[config.mk]
export PLATFORM = sky130hd
export DESIGN_NAME = ripple_count_capture_flat
export DESIGN_NICKNAME = d
export VERILOG_FILES = /design/src/rtl/rcc_pkg.sv /design/src/rtl/ripple_count_capture_if.sv /design/src/rtl/rcc_settle_filter.sv /design/src/rtl/ripple_count_capture.sv /design/src/flat_wrapper.sv
export SDC_FILE = /design/constraint.sdc
export NUM_CORES = 1
export LEC_CHECK = 0
export CAP_MARGIN = 0
export CORE_MARGIN = 3
export CORE_UTILIZATION = 40
export CTS_CLUSTER_DIAMETER = 200
export DETAILED_ROUTE_END_ITERATION = 10
export PLACE_DENSITY = 0.72
export SYNTH_ARGS = -nofsm -noshare
export SYNTH_HDL_FRONTEND = slang
export SYNTH_HIERARCHICAL = 1
export SYNTH_SLANG_ARGS = --single-unit
[constraint.sdc]
create_clock -name clk -period 2.39 [get_ports clk]
set_input_delay 0.239 -clock clk [delete_from_list [all_inputs] [get_ports clk]]
set_output_delay 0.239 -clock clk [all_outputs]
set_load 0.02 [all_outputs]
[src/rtl/rcc_pkg.sv]
// rtl/rcc_pkg.sv - shared types, default sizes and helpers for ripple_count_capture
package rcc_pkg;

  // Default widths and settle depth
  localparam int RCC_IN_W   = 4;
  localparam int RCC_EXT_W  = 16;
  localparam int RCC_SETTLE = 2;

  // Snapshot handshake states
  typedef enum logic [1:0] {
    IDLE = 2'd0,
    WAIT = 2'd1,
    HOLD = 2'd2
  } rcc_state_e;

  // Bits needed for a counter that saturates at settle (settle itself must be representable)
  function automatic int stab_w(input int settle);
    int w;
    w = (settle < 1) ? 1 : $clog2(settle + 1);
    return (w < 1) ? 1 : w;
  endfunction

endpackage

[src/rtl/ripple_count_capture_if.sv]
// rtl/ripple_count_capture_if.sv - snapshot request/valid/ready bus with overflow flag
interface ripple_count_capture_if #(
  parameter int EXT_W = 16
);

  logic             sample_req;
  logic             snap_valid;
  logic             snap_ready;
  logic [EXT_W-1:0] snap_count;
  logic             overflow;

  // Consumer side: requests snapshots and accepts them
  modport master (
    output sample_req,
    output snap_ready,
    input  snap_valid,
    input  snap_count,
    input  overflow
  );

  // Capture block side
  modport slave (
    input  sample_req,
    input  snap_ready,
    output snap_valid,
    output snap_count,
    output overflow
  );

endinterface

[src/rtl/rcc_settle_filter.sv]
// rtl/rcc_settle_filter.sv - two-flop synchronizer plus settle filter for ripple counter outputs
module rcc_settle_filter
  import rcc_pkg::*;
#(
  parameter int IN_W   = RCC_IN_W,
  parameter int SETTLE = RCC_SETTLE
) (
  input  logic            clk,
  input  logic            rst,
  input  logic [IN_W-1:0] q_in,
  output logic            stable,
  output logic            accept,
  output logic [IN_W-1:0] s2,
  output logic [IN_W-1:0] stable_val
);

  localparam int            CW     = stab_w(SETTLE);
  localparam logic [CW-1:0] SAT    = CW'(SETTLE);
  localparam logic [CW-1:0] SAT_M1 = CW'(SETTLE - 1);

  logic [IN_W-1:0] s1;
  logic [CW-1:0]   stab_cnt;
  logic            change;

  // s1 is the value s2 takes at this edge, so this flags an s2 change at the
  // very edge it happens; the counter then restarts from zero on that edge.
  assign change = (s1 != s2);

  // Acceptance is the edge on which the settle count reaches its limit
  assign accept = !change && (stab_cnt == SAT_M1);

  // Synchronizer chain, settle counter and accepted-value register
  always_ff @(posedge clk or negedge rst) begin
    if (!rst) begin
      s1         <= '0;
      s2         <= '0;
      stab_cnt   <= '0;
      stable_val <= '0;
      stable     <= 1'b0;
    end else begin
      s1 <= q_in;
      s2 <= s1;
      if (change) begin
        stab_cnt <= '0;
      end else if (stab_cnt != SAT) begin
        stab_cnt <= stab_cnt + 1'b1;
      end
      if (accept) begin
        stable_val <= s2;
      end
      if (change) begin
        stable <= 1'b0;
      end else if (accept) begin
        stable <= 1'b1;
      end
    end
  end

endmodule

[src/rtl/ripple_count_capture.sv]
// rtl/ripple_count_capture.sv - ripple counter capture, wide extension and snapshot handshake (option: RCC_OVERFLOW_EN)
module ripple_count_capture
  import rcc_pkg::*;
#(
  parameter int IN_W   = RCC_IN_W,
  parameter int EXT_W  = RCC_EXT_W,
  parameter int SETTLE = RCC_SETTLE
) (
  input  logic                   clk,
  input  logic                   rst,
  input  logic [IN_W-1:0]        q_in,
  ripple_count_capture_if.slave  bus
);

  logic             stable;
  logic             accept;
  logic [IN_W-1:0]  s2;
  logic [IN_W-1:0]  stable_val;
  logic [IN_W-1:0]  delta;
  logic [EXT_W-1:0] total;
  logic [EXT_W-1:0] total_next;
  logic [EXT_W-1:0] snap_count_q;
  logic             load_snap;
  rcc_state_e       state;
  rcc_state_e       state_next;

  rcc_settle_filter #(
    .IN_W   (IN_W),
    .SETTLE (SETTLE)
  ) u_filter (
    .clk        (clk),
    .rst        (rst),
    .q_in       (q_in),
    .stable     (stable),
    .accept     (accept),
    .s2         (s2),
    .stable_val (stable_val)
  );

  // Counts advanced since the last accepted value; modular subtraction absorbs the 15 -> 0 wrap
  assign delta = s2 - stable_val;

`ifdef RCC_OVERFLOW_EN
  logic [EXT_W:0] sum_wide;
  logic           overflow_q;

  assign sum_wide   = {1'b0, total} + {{(EXT_W + 1 - IN_W){1'b0}}, delta};
  assign total_next = accept ? sum_wide[EXT_W-1:0] : total;

  // Sticky flag: set when an accepted addition carries out of the total
  always_ff @(posedge clk or negedge rst) begin
    if (!rst) begin
      overflow_q <= 1'b0;
    end else if (accept && sum_wide[EXT_W]) begin
      overflow_q <= 1'b1;
    end
  end

  assign bus.overflow = overflow_q;
`else
  assign total_next   = accept ? (total + {{(EXT_W - IN_W){1'b0}}, delta}) : total;
  assign bus.overflow = 1'b0;
`endif

  // Extended event total, accumulating regardless of snapshot state
  always_ff @(posedge clk or negedge rst) begin
    if (!rst) begin
      total <= '0;
    end else begin
      total <= total_next;
    end
  end

  // Snapshot state register
  always_ff @(posedge clk or negedge rst) begin
    if (!rst) begin
      state <= IDLE;
    end else begin
      state <= state_next;
    end
  end

  // Snapshot next-state; a capture in WAIT uses the total as updated by this same edge
  always_comb begin
    state_next = state;
    load_snap  = 1'b0;
    case (state)
      IDLE: begin
        if (bus.sample_req) begin
          state_next = WAIT;
        end
      end
      WAIT: begin
        if (stable || accept) begin
          load_snap  = 1'b1;
          state_next = HOLD;
        end
      end
      HOLD: begin
        if (bus.snap_ready) begin
          state_next = bus.sample_req ? WAIT : IDLE;
        end
      end
      default: begin
        state_next = IDLE;
      end
    endcase
  end

  // Snapshot register, frozen outside of the capture edge
  always_ff @(posedge clk or negedge rst) begin
    if (!rst) begin
      snap_count_q <= '0;
    end else if (load_snap) begin
      snap_count_q <= total_next;
    end
  end

  assign bus.snap_count = snap_count_q;
  assign bus.snap_valid = (state == HOLD);

endmodule

[src/flat_wrapper.sv]
// flat-port wrapper written by rule: the top's interface ports become plain ports
module ripple_count_capture_flat import rcc_pkg::*;
#(
  parameter int IN_W   = RCC_IN_W,
  parameter int EXT_W  = RCC_EXT_W,
  parameter int SETTLE = RCC_SETTLE
)
  (clk, rst, q_in, bus_sample_req, bus_snap_ready, bus_snap_valid, bus_snap_count, bus_overflow);
  ripple_count_capture_if #(.EXT_W(EXT_W)) bus_i ();
  input  logic clk;
  input  logic rst;
  input  logic [IN_W-1:0] q_in;
  input wire logic [$bits(bus_i.sample_req)-1:0] bus_sample_req;
  input wire logic [$bits(bus_i.snap_ready)-1:0] bus_snap_ready;
  output wire logic [$bits(bus_i.snap_valid)-1:0] bus_snap_valid;
  output wire logic [$bits(bus_i.snap_count)-1:0] bus_snap_count;
  output wire logic [$bits(bus_i.overflow)-1:0] bus_overflow;
  assign bus_i.sample_req = bus_sample_req;
  assign bus_i.snap_ready = bus_snap_ready;
  assign bus_snap_valid = bus_i.snap_valid;
  assign bus_snap_count = bus_i.snap_count;
  assign bus_overflow = bus_i.overflow;
  ripple_count_capture #(.IN_W(IN_W), .EXT_W(EXT_W), .SETTLE(SETTLE)) u_core (.clk(clk), .rst(rst), .q_in(q_in), .bus(bus_i));
endmodule
==> results.md, run 1 <==
- Initial antenna violation count: 0
- DRT iter0 DRCs: 58
- Critical Path AT: 2.70 ns
- Synth area leader: dfrtp_1
- R2R Setup Slk: -0.11 ns
- Die height: 82.50 um
- Internal: 1.409 mW
- Total GRT Usage: 0.1446
- Routed Antenna Nets: 0
- Worst-Skew Late Latency: 0.30 ns
- Final period util: 1.048
- Cells after Synth: 217
- Setup TNS: -0.4859 ns
- Failing checks: negative setup slack
- Post-synth ARST share: 1.000
- Drt drc: 0
- CTS tree: done
- Layout cells sized above 1: 0.2622
- GRT overflow: 0
- Req. time, crit path: 2.58 ns
- Seq pwr share: 0.483
- HPWL after DPL: 3140 um
- Status: complete, but fails checks
- Cell count after placement: 323
- Top cells by area, synth: dfrtp_1, xnor2_1, ha_1
- First-pass GRT wire length: 7603 um
- Cts bufs inserted: 5
- Worst hold slack: 0.3001 ns
- IO Pins: 26
- Nets: 285
- Post-Layout Cell Count: 339
- Predominant post-synthesis flop cell: dfrtp_1
- Vias/cell: 5.035
- Synth warn: 6
- Antenna fix cells: 0
- Peak Freq: 399.3 MHz
- P_leak: 1.424 nW
- # rows: 27
- Total Routed Length: 4430 um
- Final setup violation count: 7
- Critical path startpoint category: register
- Fill cells: 479
- Port buffer count: 24
- Worst setup margin: -0.1142 ns
- Min Clock Period, post-route: 2.504 ns
- Hold WC Path Type: input pin to asynchronous set/reset pin
- Crit Path Max Fanout: 4
- Max VDD drop: 0.2962 mV
- Total power: 1.972 mW
- Synthesis-to-layout area growth: 31.00%
- Max Slew Vio Count: 0
- Comb pwr share: 0.261
- Register area share after synthesis: 0.5238
- Final hold violations: 0
- Clk sinks: 49
- Worst setup path class: register to register
- GP Congestion: 0.7688
- Clock slew at reported path FFs: 0.09 ns
- CTS max path bufs: 2
- Clock root buffer: clkbuf_8
- Power Dens Cells: 642.9 nW/um^2
- Maximum number of pins on one net before global-route repair: 23
- Avg Cell Area, Syn: 10.79 um^2
- Initial core utilization: 0.4200
- Post-Syn Nets: 236
- Switching Fraction: 0.2854
- CP Capture Type: register
- Routed length per instance: 13.07 um
- Seq cells post-synth: 49
- Netlist area before placement: 2341 um^2
- Unrepaired setup endpoints after global routing: true
- Yosys top cell area share: 0.5238
- Synth cell types: 43
- Die ar.: 6806 um^2
- # H-tree levels: 2
- Die width: 82.50 um
- Core area: 5574 um^2
- TritonRoute pass-1 iters: 6
- Max_cap viols: 0
- Clock power frac: 0.256
- Vias in the first global route: 1707
- Vias: 1707
- Net switching power figure: 0.5627 mW
- Post-synth EDFFs: 0
- Clk_skew: 0.006932 ns
-- layer usage --
layer / track usage / share of wire
met5: 0 / 0
met3: 0.02711 / 0.030
met4: 0.04575 / 0.012
met1: 0.1967 / 0.48
met2: 0.2340 / 0.48
-- cells in the mapped netlist, types with 2 or more instances --
cell / number
a211o_1: 3
nand2_1: 25
nor3_1: 2
nor2_1: 15
ha_1: 9
a21oi_1: 4
xnor2_1: 13
and2_1: 2
fa_1: 2
and3_1: 4
mux2_2: 5
buf_2: 4
or2_1: 2
o21ai_0: 4
a31o_2: 3
a31oi_1: 4
buf_4: 2
dfrtp_1: 49
clkbuf_1: 2
a311o_1: 2
nand3_1: 7
o211ai_1: 3
nand4_1: 6
xor2_1: 5
inv_1: 19
mux2_4: 4
-- area by class of cell --
cell class,count,area [um^2],share of cell area
multi-input cells,139,1127,0.3676
clock inverters,2,13.76,0.004488
repair buffers,52,455.4,0.1485
well taps,72,90.09,0.02938
clock buffers,6,82.58,0.02693
flip-flops and latches,49,1226,0.3998
inverters,19,71.32,0.02326
-- cell families after synthesis --
logic type / count (synthesis) / synth area share
simple gates: 68 / 0.1358
flops: 49 / 0.5238
compound gates: 31 / 0.09728
buf+inv: 29 / 0.05505
xor+xnor: 18 / 0.06734
fa+ha+maj: 11 / 0.06521
mux: 10 / 0.05398
other cells: 1 / 0.001602
-- placed cells by master, fill, tap and decap left out, types with 3 or more instances in the layout --
cell             count
dfrtp_1             49
buf_4               25
clkdlybuf4s50_1     23
nand2_1             23
inv_1               15
nor2_1              15
xnor2_1             12
clkbuf_8             6
nand4_1              6
ha_1                 6
xor2_1               5
nand3_1              5
mux2_4               5
inv_2                4
and3_1               4
o21ai_0              4
mux2_2               4
a31oi_1              4
o211ai_1             3
a31o_4               3
a211o_1              3
ha_4                 3
-- path summary, 6_finish.rpt --
| kind | to | depth (start not counted) | start |
|---|---|---|---|
| worst max-delay path | u_core/bus.snap_count[12]$_DFFE_PN0P_ | 10 | u_core/u_filter/s2[0]$_DFF_PN0_ |
| worst min-delay path | u_core/total[3]$_DFF_PN0_ | 2 | rst |
| worst max register to register | u_core/bus.snap_count[12]$_DFFE_PN0P_ | 10 | u_core/u_filter/s2[0]$_DFF_PN0_ |
| worst min register to register | u_core/u_filter/s2[2]$_DFF_PN0_ | 0 | u_core/u_filter/s1[2]$_DFF_PN0_ |
| max in group asynchronous | u_core/bus.snap_count[9]$_DFFE_PN0P_ | 3 | rst |
| min in group clk | u_core/u_filter/s1[1]$_DFF_PN0_ | 1 | q_in[1] |
-- worst max-delay path, stage by stage (launching register included) --
cell and delay, ns:
dfrtp_1 0.40, inv_2 0.07, ha_4 0.12, inv_2 0.04, fa_2 0.32, xor2_1 0.15, ha_1 0.33, a211oi_2 0.09
or2_4 0.27, o311a_1 0.35, a211o_1 0.27
-- power groups by stage --
stage / combinational, mW / clock, mW / sequential, mW
2_1_floorplan: 0.229 / 0 / 1.00
3_3_place_gp: 0.441 / 0 / 0.963
3_5_place_dp: 0.450 / 0 / 0.965
6_report: 0.515 / 0.506 / 0.951
4_1_cts: 0.476 / 0.523 / 0.950
5_1_grt: 0.572 / 0.556 / 0.964
-- sequential cells by signal, summed over array words and instances, names as in the netlist --
signal / cells
u_core/bus.snap_count: 16
u_core/total: 16
u_core/u_filter/s1: 4
u_core/u_filter/s2: 4
u_core/u_filter/stable_val: 4
u_core/state: 2
u_core/u_filter/stab_cnt: 2
u_core/u_filter/stable: 1
-- repair_timing --
action / CTS / global route
pin swaps: 5 / 22
hold endpoints to repair: 7 / 0
cloned: 0 / 1
setup buffers: 1 / 5
setup endpoints to repair: 13 / 21
hold buffers: 1 / 0
resized for setup: 7 / 23
-- per-stage QoR --
stage / instance area (um^2) / utilization / setup slack [ns]
2_1_floorplan: 2357 / - / -0.1022
3_3_place_gp: 2775 / 0.4979 / -0.1086
3_5_place_dp: 2775 / 0.4979 / -0.1557
4_1_cts: 2909 / 0.5219 / -0.07634
5_1_grt: 3067 / 0.5502 / -0.1844
6_report: 3067 / 0.5502 / -0.1142
Power figures use the tool's default switching activity.
==> inputs of run 2 (changes only) <==
Settings changed: ABC_CLOCK_PERIOD_IN_PS set to 2390, REMOVE_ABC_BUFFERS set to 1.
==> run 2 against run 1 <==
The run still ends with negative setup slack left. Global-route usage grew 0.37 points. Total power grew 7.9%. Worst hold slack lost 0.28 ns. Largest cell class unchanged. Largest power group unchanged. Highest routed layer unchanged.
==> results.md, run 2 (same netlist as run 1, synthesis figures left out) <==
- Status: complete, but fails checks
- Failing checks: negative setup slack
- Maximum number of pins on one net before global-route repair: 50 (+120%)
- Drt drc: 0 (unchanged)
- Antenna fix cells: 0 (unchanged)
- Total Routed Length: 4659 um (+5.2%)
- Final hold violations: 0 (unchanged)
- Worst slew pin tran: 0.6090 ns
- Cell count after placement: 320 (-0.93%)
- Synthesis-to-layout area growth: 32.12%
- Vias in the first global route: 1637 (-4.1%)
- Initial antenna violation count: 0 (unchanged)
- IO Pins: 26 (unchanged)
- Critical path startpoint category: register
- Port buffer count: 24 (unchanged)
- Cts bufs inserted: 5 (unchanged)
- Die width: 82.50 um (unchanged)
- Critical Path AT: 2.69 ns (about the same)
- Peak Freq: 401.4 MHz (+0.52%)
- Total GRT Usage: 0.1483 (+0.003715)
- CP Capture Type: register
- TritonRoute pass-1 iters: 4 (-2)
- Worst path cell trace: inv_1, ha_2, inv_2, fa_2, xor2_1, ha_1, a211oi_2, or2_4, o311a_1, a211o_1
- Worst rel slew slack: 0.5940
- Die ar.: 6806 um^2 (unchanged)
- Worst setup margin: -0.1013 ns (+0.01295 ns)
- Hold WC Path Type: input pin to asynchronous set/reset pin
- Max VDD drop: 0.3703 mV (+25%)
- Most common cell after layout, fill and taps aside: dfrtp_1
- Worst setup path class: register to register
- GRT overflow: 0 (unchanged)
- CTS max path bufs: 2 (unchanged)
- CTS tree: done
- Worst-Skew Late Latency: 0.30 ns (about the same)
- HPWL after DPL: 3023 um (-3.7%)
- Routed length per instance: 13.70 um (+4.9%)
- Initial core utilization: 0.4200 (unchanged)
- Setup TNS: -0.6331 ns (-0.1472 ns)
- Min Clock Period, post-route: 2.491 ns (-0.01295 ns)
- P_leak: 1.438 nW (+0.94%)
- Post-Layout Cell Count: 340 (+0.29%)
- # H-tree levels: 2 (unchanged)
- Max Slew Vio Count: 0 (unchanged)
- Most frequent cells in the layout: dfrtp_1, buf_4, clkdlybuf4s50_1, nand2_1
- GP Congestion: 0.8282 (+7.7%)
- Core area: 5574 um^2 (unchanged)
- Layout cells sized above 1: 0.2761 (+0.01395)
- Vias/cell: 5.076 (+0.82%)
- DRT iter0 DRCs: 94 (+62%)
- Nets: 286 (+0.35%)
- First-pass GRT wire length: 7452 um (-2.0%)
- Clock root buffer: clkbuf_8
- Crit Path Max Fanout: 5 (+1)
- Final setup violation count: 11 (+4)
- Req. time, crit path: 2.58 ns (about the same)
- Power Dens Cells: 688.1 nW/um^2 (+7.0%)
- CTS Hold Bufs: 0 (-1)
- Routed Antenna Nets: 0 (unchanged)
- Vias: 1726 (+1.1%)
- Unrepaired setup endpoints after global routing: true
- Clk_skew: 0.01023 ns (+0.003302 ns)
- Clk sinks: 49 (unchanged)
- Slowest CP cell: dfrtp_1
- # rows: 27 (unchanged)
- Die height: 82.50 um (unchanged)
- Final period util: 1.042 (-0.005418)
- CP peak stage delay: 0.38 ns (-0.02 ns)
- Clock slew at reported path FFs: 0.09 ns (about the same)
- Max_cap viols: 0 (unchanged)
==> run 2: per-layer routing <==
layer,GRT usage,part of all wire,up-vias
li1,-,-,832
met1,0.1854,0.46,859
met2,0.2428,0.49,31
met3,0.04447,0.043,4
met4,0.05392,0.011,0
met5,0,0,-
==> run 2: power by group <==
| part | switching, mW | internal (mW) | total, mW |
|---|---|---|---|
| combinational | 0.256 | 0.311 | 0.567 |
| sequential | 0.0512 | 0.902 | 0.953 |
| clock | 0.267 | 0.341 | 0.608 |
| total | 0.574 | 1.55 | 2.13 |
==> run 2: cell type report <==
type / count / area (um^2)
Fill cell: 476 / 2481
Clock inverter: 1 / 30.03
Multi-Input combinational cell: 139 / 1105
Tap cell: 72 / 90.09
Clock buffer: 7 / 86.33
Inverter: 19 / 71.32
Sequential cell: 49 / 1226
Timing Repair Buffer: 53 / 484.2
==> run 2: final timing paths <==
check | from | end | slack [ns] | depth (start not counted)
hold / removal | rst | u_core/bus.snap_count[3]$_DFFE_PN0P_ | 0.02 | 2
setup / recovery | u_core/u_filter/s2[0]$_DFF_PN0_ | u_core/bus.snap_count[12]$_DFFE_PN0P_ | -0.10 | 10
min in group clk | q_in[2] | u_core/u_filter/s1[2]$_DFF_PN0_ | 0.36 | 1
max in group asynchronous | rst | u_core/u_filter/stab_cnt[0]$_DFFE_PN0P_ | 1.95 | 2
setup reg to reg | u_core/u_filter/s2[0]$_DFF_PN0_ | u_core/bus.snap_count[12]$_DFFE_PN0P_ | -0.10 | 10
hold reg to reg | u_core/u_filter/s1[2]$_DFF_PN0_ | u_core/u_filter/s2[2]$_DFF_PN0_ | 0.40 | 0
==> run 2: worst max-delay path: cells and delay by family (launching register included) <==
| family | cells | cell delay, ns |
|---|---|---|
| compound gates | 3 | 0.64 |
| xor+xnor | 1 | 0.17 |
| fa+ha+maj | 3 | 0.82 |
| buf+inv | 2 | 0.10 |
| flops | 1 | 0.38 |
| simple gates | 1 | 0.28 |
==> run 2: timing repair <==
action,CTS,global route
cloned,1,0
buffers inserted,5,6
setup endpoints to repair,15,23
pin swaps,8,22
resized for setup,20,18
==> run 2: through the flow <==
step	hold slack (ns)	area (um^2)	worst slack, ns	utilization	power (mW)
floorplan	-0.05659	2283	-0.2565	-	1.225
global placement	0.3807	2749	-0.1346	0.4932	1.416
detailed placement	0.3848	2749	-0.2135	0.4932	1.422
CTS	0.04667	2968	-0.09194	0.5324	2.114
global route	0.08403	3093	-0.2142	0.5549	2.257
finish	0.01899	3093	-0.1013	0.5549	2.128
==> inputs of run 3 (changes only) <==
Settings changed: CAP_MARGIN 0 to unset.
==> results of run 3 <==
Same layout as run 2: the final DEF is identical, and so are final timing and power.
